[src/rtl/sync_debounce_bank_pkg.sv]
// Shared defaults and helpers for the synchronizing debounce bank.
// Latency: n/a (package only).
// Backpressure: n/a (package only).
package sync_debounce_bank_pkg;

    localparam int DEF_CHANNELS        = 6;
    localparam int DEF_SYNC_STAGES     = 2;
    localparam int DEF_DEBOUNCE_CYCLES = 4;

    // Width of a counter that must hold values 0..cycles.
    function automatic int cnt_width(input int cycles);
        return $clog2(cycles + 1);
    endfunction

endpackage

[src/rtl/sync_debounce_channel.sv]
// One channel: SYNC_STAGES-deep synchronizer, optional stability counter, edge pulses.
// Latency: a held input change shows on level_o SYNC_STAGES+DEBOUNCE_CYCLES edges after it is first sampled.
// Backpressure: none; en_i=0 freezes level_o, holds the counter at 0 and suppresses pulses.
// Ports: clk_i, reset_i (sync, active-high), in_i (async pin), en_i (filter enable),
//        level_o (debounced level), rise_o / fall_o (one-cycle edge pulses).
// Macro SYNC_DEBOUNCE_BANK_DEBOUNCE_EN enables the counter; otherwise level_o follows s one cycle later.
module sync_debounce_channel
    import sync_debounce_bank_pkg::*;
#(
    parameter int   SYNC_STAGES     = DEF_SYNC_STAGES,
`ifdef SYNC_DEBOUNCE_BANK_DEBOUNCE_EN
    parameter int   DEBOUNCE_CYCLES = DEF_DEBOUNCE_CYCLES,
`endif
    parameter logic RESET_BIT       = 1'b0
) (
    input  logic clk_i,
    input  logic reset_i,
    input  logic in_i,
    input  logic en_i,
    output logic level_o,
    output logic rise_o,
    output logic fall_o
);

    logic [SYNC_STAGES-1:0] sync_q, sync_d;
    logic                   level_q, level_d;
    logic                   rise_q, rise_d;
    logic                   fall_q, fall_d;
    logic                   s;

    assign sync_d = {sync_q[SYNC_STAGES-2:0], in_i};
    assign s      = sync_q[SYNC_STAGES-1];

`ifdef SYNC_DEBOUNCE_BANK_DEBOUNCE_EN
    localparam int            CW   = cnt_width(DEBOUNCE_CYCLES);
    localparam logic [CW-1:0] TERM = CW'(DEBOUNCE_CYCLES - 1);

    logic [CW-1:0] cnt_q, cnt_d;

    // The counter only ever runs while s disagrees with level_q; any agreement
    // (or a disabled channel) clears it, so a glitch shorter than the terminal
    // count never reaches level_q.
    always_comb begin
        cnt_d   = '0;
        level_d = level_q;
        rise_d  = 1'b0;
        fall_d  = 1'b0;
        if (en_i && (s != level_q)) begin
            if (cnt_q == TERM) begin
                level_d = s;
                rise_d  = s;
                fall_d  = ~s;
            end else begin
                cnt_d = cnt_q + 1'b1;
            end
        end
    end

    always_ff @(posedge clk_i) begin
        if (reset_i) begin
            cnt_q <= '0;
        end else begin
            cnt_q <= cnt_d;
        end
    end
`else
    always_comb begin
        level_d = level_q;
        rise_d  = 1'b0;
        fall_d  = 1'b0;
        if (en_i && (s != level_q)) begin
            level_d = s;
            rise_d  = s;
            fall_d  = ~s;
        end
    end
`endif

    always_ff @(posedge clk_i) begin
        if (reset_i) begin
            sync_q  <= {SYNC_STAGES{RESET_BIT}};
            level_q <= RESET_BIT;
            rise_q  <= 1'b0;
            fall_q  <= 1'b0;
        end else begin
            sync_q  <= sync_d;
            level_q <= level_d;
            rise_q  <= rise_d;
            fall_q  <= fall_d;
        end
    end

    assign level_o = level_q;
    assign rise_o  = rise_q;
    assign fall_o  = fall_q;

endmodule

[src/rtl/sync_debounce_bank.sv]
// Bank of CHANNELS independent synchronize-and-debounce channels with edge pulses.
// Latency: SYNC_STAGES+DEBOUNCE_CYCLES edges from first sample to level_o (SYNC_STAGES+1 without debounce).
// Backpressure: none; en_i[k]=0 freezes channel k's level and suppresses its pulses.
// Ports: clk_i, reset_i (sync, active-high), in_i[CHANNELS] (async pins), en_i[CHANNELS],
//        level_o / rise_o / fall_o [CHANNELS] (all registered).
// Macro SYNC_DEBOUNCE_BANK_DEBOUNCE_EN enables the per-channel stability counters.
module sync_debounce_bank
    import sync_debounce_bank_pkg::*;
#(
    parameter int                  CHANNELS        = DEF_CHANNELS,
    parameter int                  SYNC_STAGES     = DEF_SYNC_STAGES,
    parameter int                  DEBOUNCE_CYCLES = DEF_DEBOUNCE_CYCLES,
    parameter logic [CHANNELS-1:0] RESET_LEVEL     = '0
) (
    input  logic                clk_i,
    input  logic                reset_i,
    input  logic [CHANNELS-1:0] in_i,
    input  logic [CHANNELS-1:0] en_i,
    output logic [CHANNELS-1:0] level_o,
    output logic [CHANNELS-1:0] rise_o,
    output logic [CHANNELS-1:0] fall_o
);

    for (genvar k = 0; k < CHANNELS; k++) begin : g_ch
        sync_debounce_channel #(
            .SYNC_STAGES     (SYNC_STAGES),
`ifdef SYNC_DEBOUNCE_BANK_DEBOUNCE_EN
            .DEBOUNCE_CYCLES (DEBOUNCE_CYCLES),
`endif
            .RESET_BIT       (RESET_LEVEL[k])
        ) u_ch (
            .clk_i   (clk_i),
            .reset_i (reset_i),
            .in_i    (in_i[k]),
            .en_i    (en_i[k]),
            .level_o (level_o[k]),
            .rise_o  (rise_o[k]),
            .fall_o  (fall_o[k])
        );
    end

endmodule
[config.mk]
export PLATFORM = sky130hd
export DESIGN_NAME = sync_debounce_bank
export DESIGN_NICKNAME = d
export VERILOG_FILES = /design/src/rtl/sync_debounce_bank_pkg.sv /design/src/rtl/sync_debounce_channel.sv /design/src/rtl/sync_debounce_bank.sv
export SDC_FILE = /design/constraint.sdc
export NUM_CORES = 1
export LEC_CHECK = 0
export BUFFER_PORTS_ARGS = -buffer_cell sky130_fd_sc_hd__buf_2
export CORE_ASPECT_RATIO = 0.7
export CORE_MARGIN = 4
export CORE_UTILIZATION = 52
export DETAILED_ROUTE_END_ITERATION = 8
export HOLD_SLACK_MARGIN = 0.1
export PLACE_DENSITY = 0.8
export SYNTH_ARGS = -nofsm -noshare
export SYNTH_HDL_FRONTEND = slang
export SYNTH_SLANG_ARGS = --single-unit
[constraint.sdc]
create_clock -name clk_i -period 1.1 [get_ports clk_i]
set_input_delay 0.055 -clock clk_i [delete_from_list [all_inputs] [get_ports clk_i]]
set_output_delay 0.055 -clock clk_i [all_outputs]
set_load 0.03 [all_outputs]
==> flow_summary.yaml <==
timing:
  fin_tns_setup_ns: 0
  timing_hold_violations_final: 0
  final_min_period_over_clock_period_pct: 87.4
  number_of_pins_with_negative_max_slew_slack_in_the_final_report: 0
  post-route-min-period_ns: 0.961
  fmax_mhz: 1040
  setup_skew_ns: 0.00706
  rsz0062_at_grt: "false"
  setup_violations: 0
  slew_headroom_pct: 77.1
  finalWorstSetupSlack_ns: 0.139
  tightestPinTransition_ns: 0.343
logic_synthesis:
  post_synthesis_mean_instance_area_sq_um: 12.2
  mappedNetlistArea_sq_um: 1060
  yosys.area.top_type_share_pct: 56.7
  synthesis.instances: 87
  yosys_register_bits: 30
  cell_taking_the_most_area_after_synthesis: "sky130_fd_sc_hd__dfxtp_1"
  yosysWarningCount: 0
  yosysUniqueCellTypes: 8
  synthesis.nets: 101
  synth_area_leaders: "sky130_fd_sc_hd__dfxtp_1 (57%), sky130_fd_sc_hd__and4bb_2 (14%), sky130_fd_sc_hd__buf_4 (13%)"
  synth_sequential_area_ratio_pct: 56.7
clock_tree:
  ctsHoldBuffers: 12
  cts_resized: 0
  later_pin_clock_latency_in_the_skew_report_ns: 0.31
  tritoncts: "done"
  path_clk_slew_ns: 0.09
  clock_sink_count: 30
  htree_num_levels: 2
  cts.repair_timing.setup_buffer_count: 0
  cts-buffers-inserted: 5
  cts-root-to-sink-buffers: 2
  cts_root_buffer: "sky130_fd_sc_hd__clkbuf_4"
status:
  run_status: "finished, final reports clean"
pwr:
  total_power_w: 0.00193
  vdd.ir_drop.worst_mv: 0.987
  power-per-cell-area_nw_per_um2: 1510
  leakage_nw: 0.602
place:
  dpl_cell_area_sq_um: 1100
  pre_cts_slack_ns: 0.340
  port-buffer-count: 31
  gp_congestion: 0.629
  post-dp-hpwl_mm: 1.02
setup_path:
  timing.critical_path.max_delay_family: "flip-flops"
  critPathKind: "reg -> out"
  critPathMaxFanout: 4
  crit_path_cell_trace: "buf_2"
  critPathSlowestCell: "sky130_fd_sc_hd__dfxtp_1"
  critPathRequiredTime_ns: 1.04
  crit_path_largest_cell_delay_ns: 0.38
  critical_path.startpoint_type: "register"
  rrSetupSlack_ns: 0.39
  crit_path_end_kind: "output pin"
  timing.critical_path.arrival_ns: 0.91
  cp.buffers_inverters: 1
routing:
  drcViolationCount: 0
  via_per_inst: 4.64
  detailroute.via_count: 649
  finalWirelength_mm: 1.59
  drt_pre_antenna_iters: 2
  drt_first_iter_violations: 5
  wl_per_cell_um: 11.4
  ant_nets: 0
global_route:
  grt.total_usage_pct: 13.2
  pin_count_of_the_biggest_net_entering_global_routing: 24
  total_grt_overflow: 0
  global_route_wire_length_before_repair_mm: 2.59
  first_global_vias: 617
  antenna_violations_before_repair: 0
layout:
  layout.core_utilization_pct: 67.8
  layout_stage_area_growth_over_the_synthesis_result_pct: 20.8
  layout-drive-gt1-share_pct: 43.2
  antennaDiodeCount: 0
  final_nets: 131
  fillCellCount: 147
  final_cell_area_sq_um: 1280
  layout.cells.most_common_list: "sky130_fd_sc_hd__buf_2 (31), sky130_fd_sc_hd__dfxtp_1 (30), sky130_fd_sc_hd__nor2b_1 (12), sky130_fd_sc_hd__and4bb_2 (12), sky130_fd_sc_hd__dlygate4sd3_1 (12)"
  layout_commonest_cell: "sky130_fd_sc_hd__buf_2"
floorplan:
  die_x_um: 61.9
  die_y_um: 45.8
  number_of_rows_created_at_floorplan: 13
  die-area_sq_um: 2830
  placeable_core_region_sq_um: 1890
  initial_utilization_pct: 56.1
  top_level_port_count: 32
flow_run:
  cap_violations: 0
min_path:
  worst_hold_path_type: "in -> reg"
==> routing by layer <==
layer  track usage (%)  share of wire [%]  up-vias  wire length, um
met2              20.5                 45       25              718
met3              5.67                9.4        4              150
met1              14.6                 44      286              695
met4              8.90                1.8        0               29
met5                 0                  0        -                0
li1                  -                  -      334                -
==> Yosys cell counts (all sizes together) <==
cell type and count:
nor2b 12, nor2 6, clkbuf 1, buf 20, and4bb 12, mux2i 6
dfxtp 30
==> metrics by stage <==
| step | hold slack [ns] | cells |
|---|---|---|
| global route | 0.121 | 140 |
| floorplan | 0.183 | 87 |
| detailed placement | 0.273 | 120 |
| global placement | 0.265 | 120 |
| finish | 0.119 | 140 |
| CTS | 0.108 | 140 |
==> power breakdown <==
part           internal, W  total [W]  switching, W
clock             0.000309   0.000651      0.000342
combinational    0.0000833   0.000149     0.0000656
sequential         0.00112    0.00113     0.0000127
total              0.00151    0.00193      0.000420
==> cell families (layout without fill, tap and decap cells) <==
kind of cell  after synthesis  after routing  synth area share (%)
flops                      30             30                  56.7
buf+inv                    21             52                  14.2
simple gates               30             30                  23.4
mux                         6              6                  5.67
==> layout make-up <==
class	count	area (sq um)	area share (%)
Clock buffer	7	55.1	4.31
Sequential cell	30	601	47.0
Timing Repair Buffer	44	283	22.1
Tap cell	22	27.5	2.15
Multi-Input combinational cell	36	308	24.1
Clock inverter	1	5.00	0.391
==> final timing paths <==
kind,cells after the start,endpoint,startpoint
min,2,g_ch[3].u_ch.level_o,reset_i
max,1,level_o[0],g_ch[0].u_ch.level_o
min reg2reg,1,g_ch[2].u_ch.sync_q[1],g_ch[2].u_ch.sync_q[0]
max reg2reg,1,g_ch[0].u_ch.rise_o,g_ch[0].u_ch.level_o
==> flip-flops by register name (all words and copies together) (netlist names) <==
register and count:
g_ch.u_ch.rise_o 6, g_ch.u_ch.sync_q 12, g_ch.u_ch.fall_o 6, g_ch.u_ch.level_o 6
Note: power is estimated with default switching activity, not from simulation.
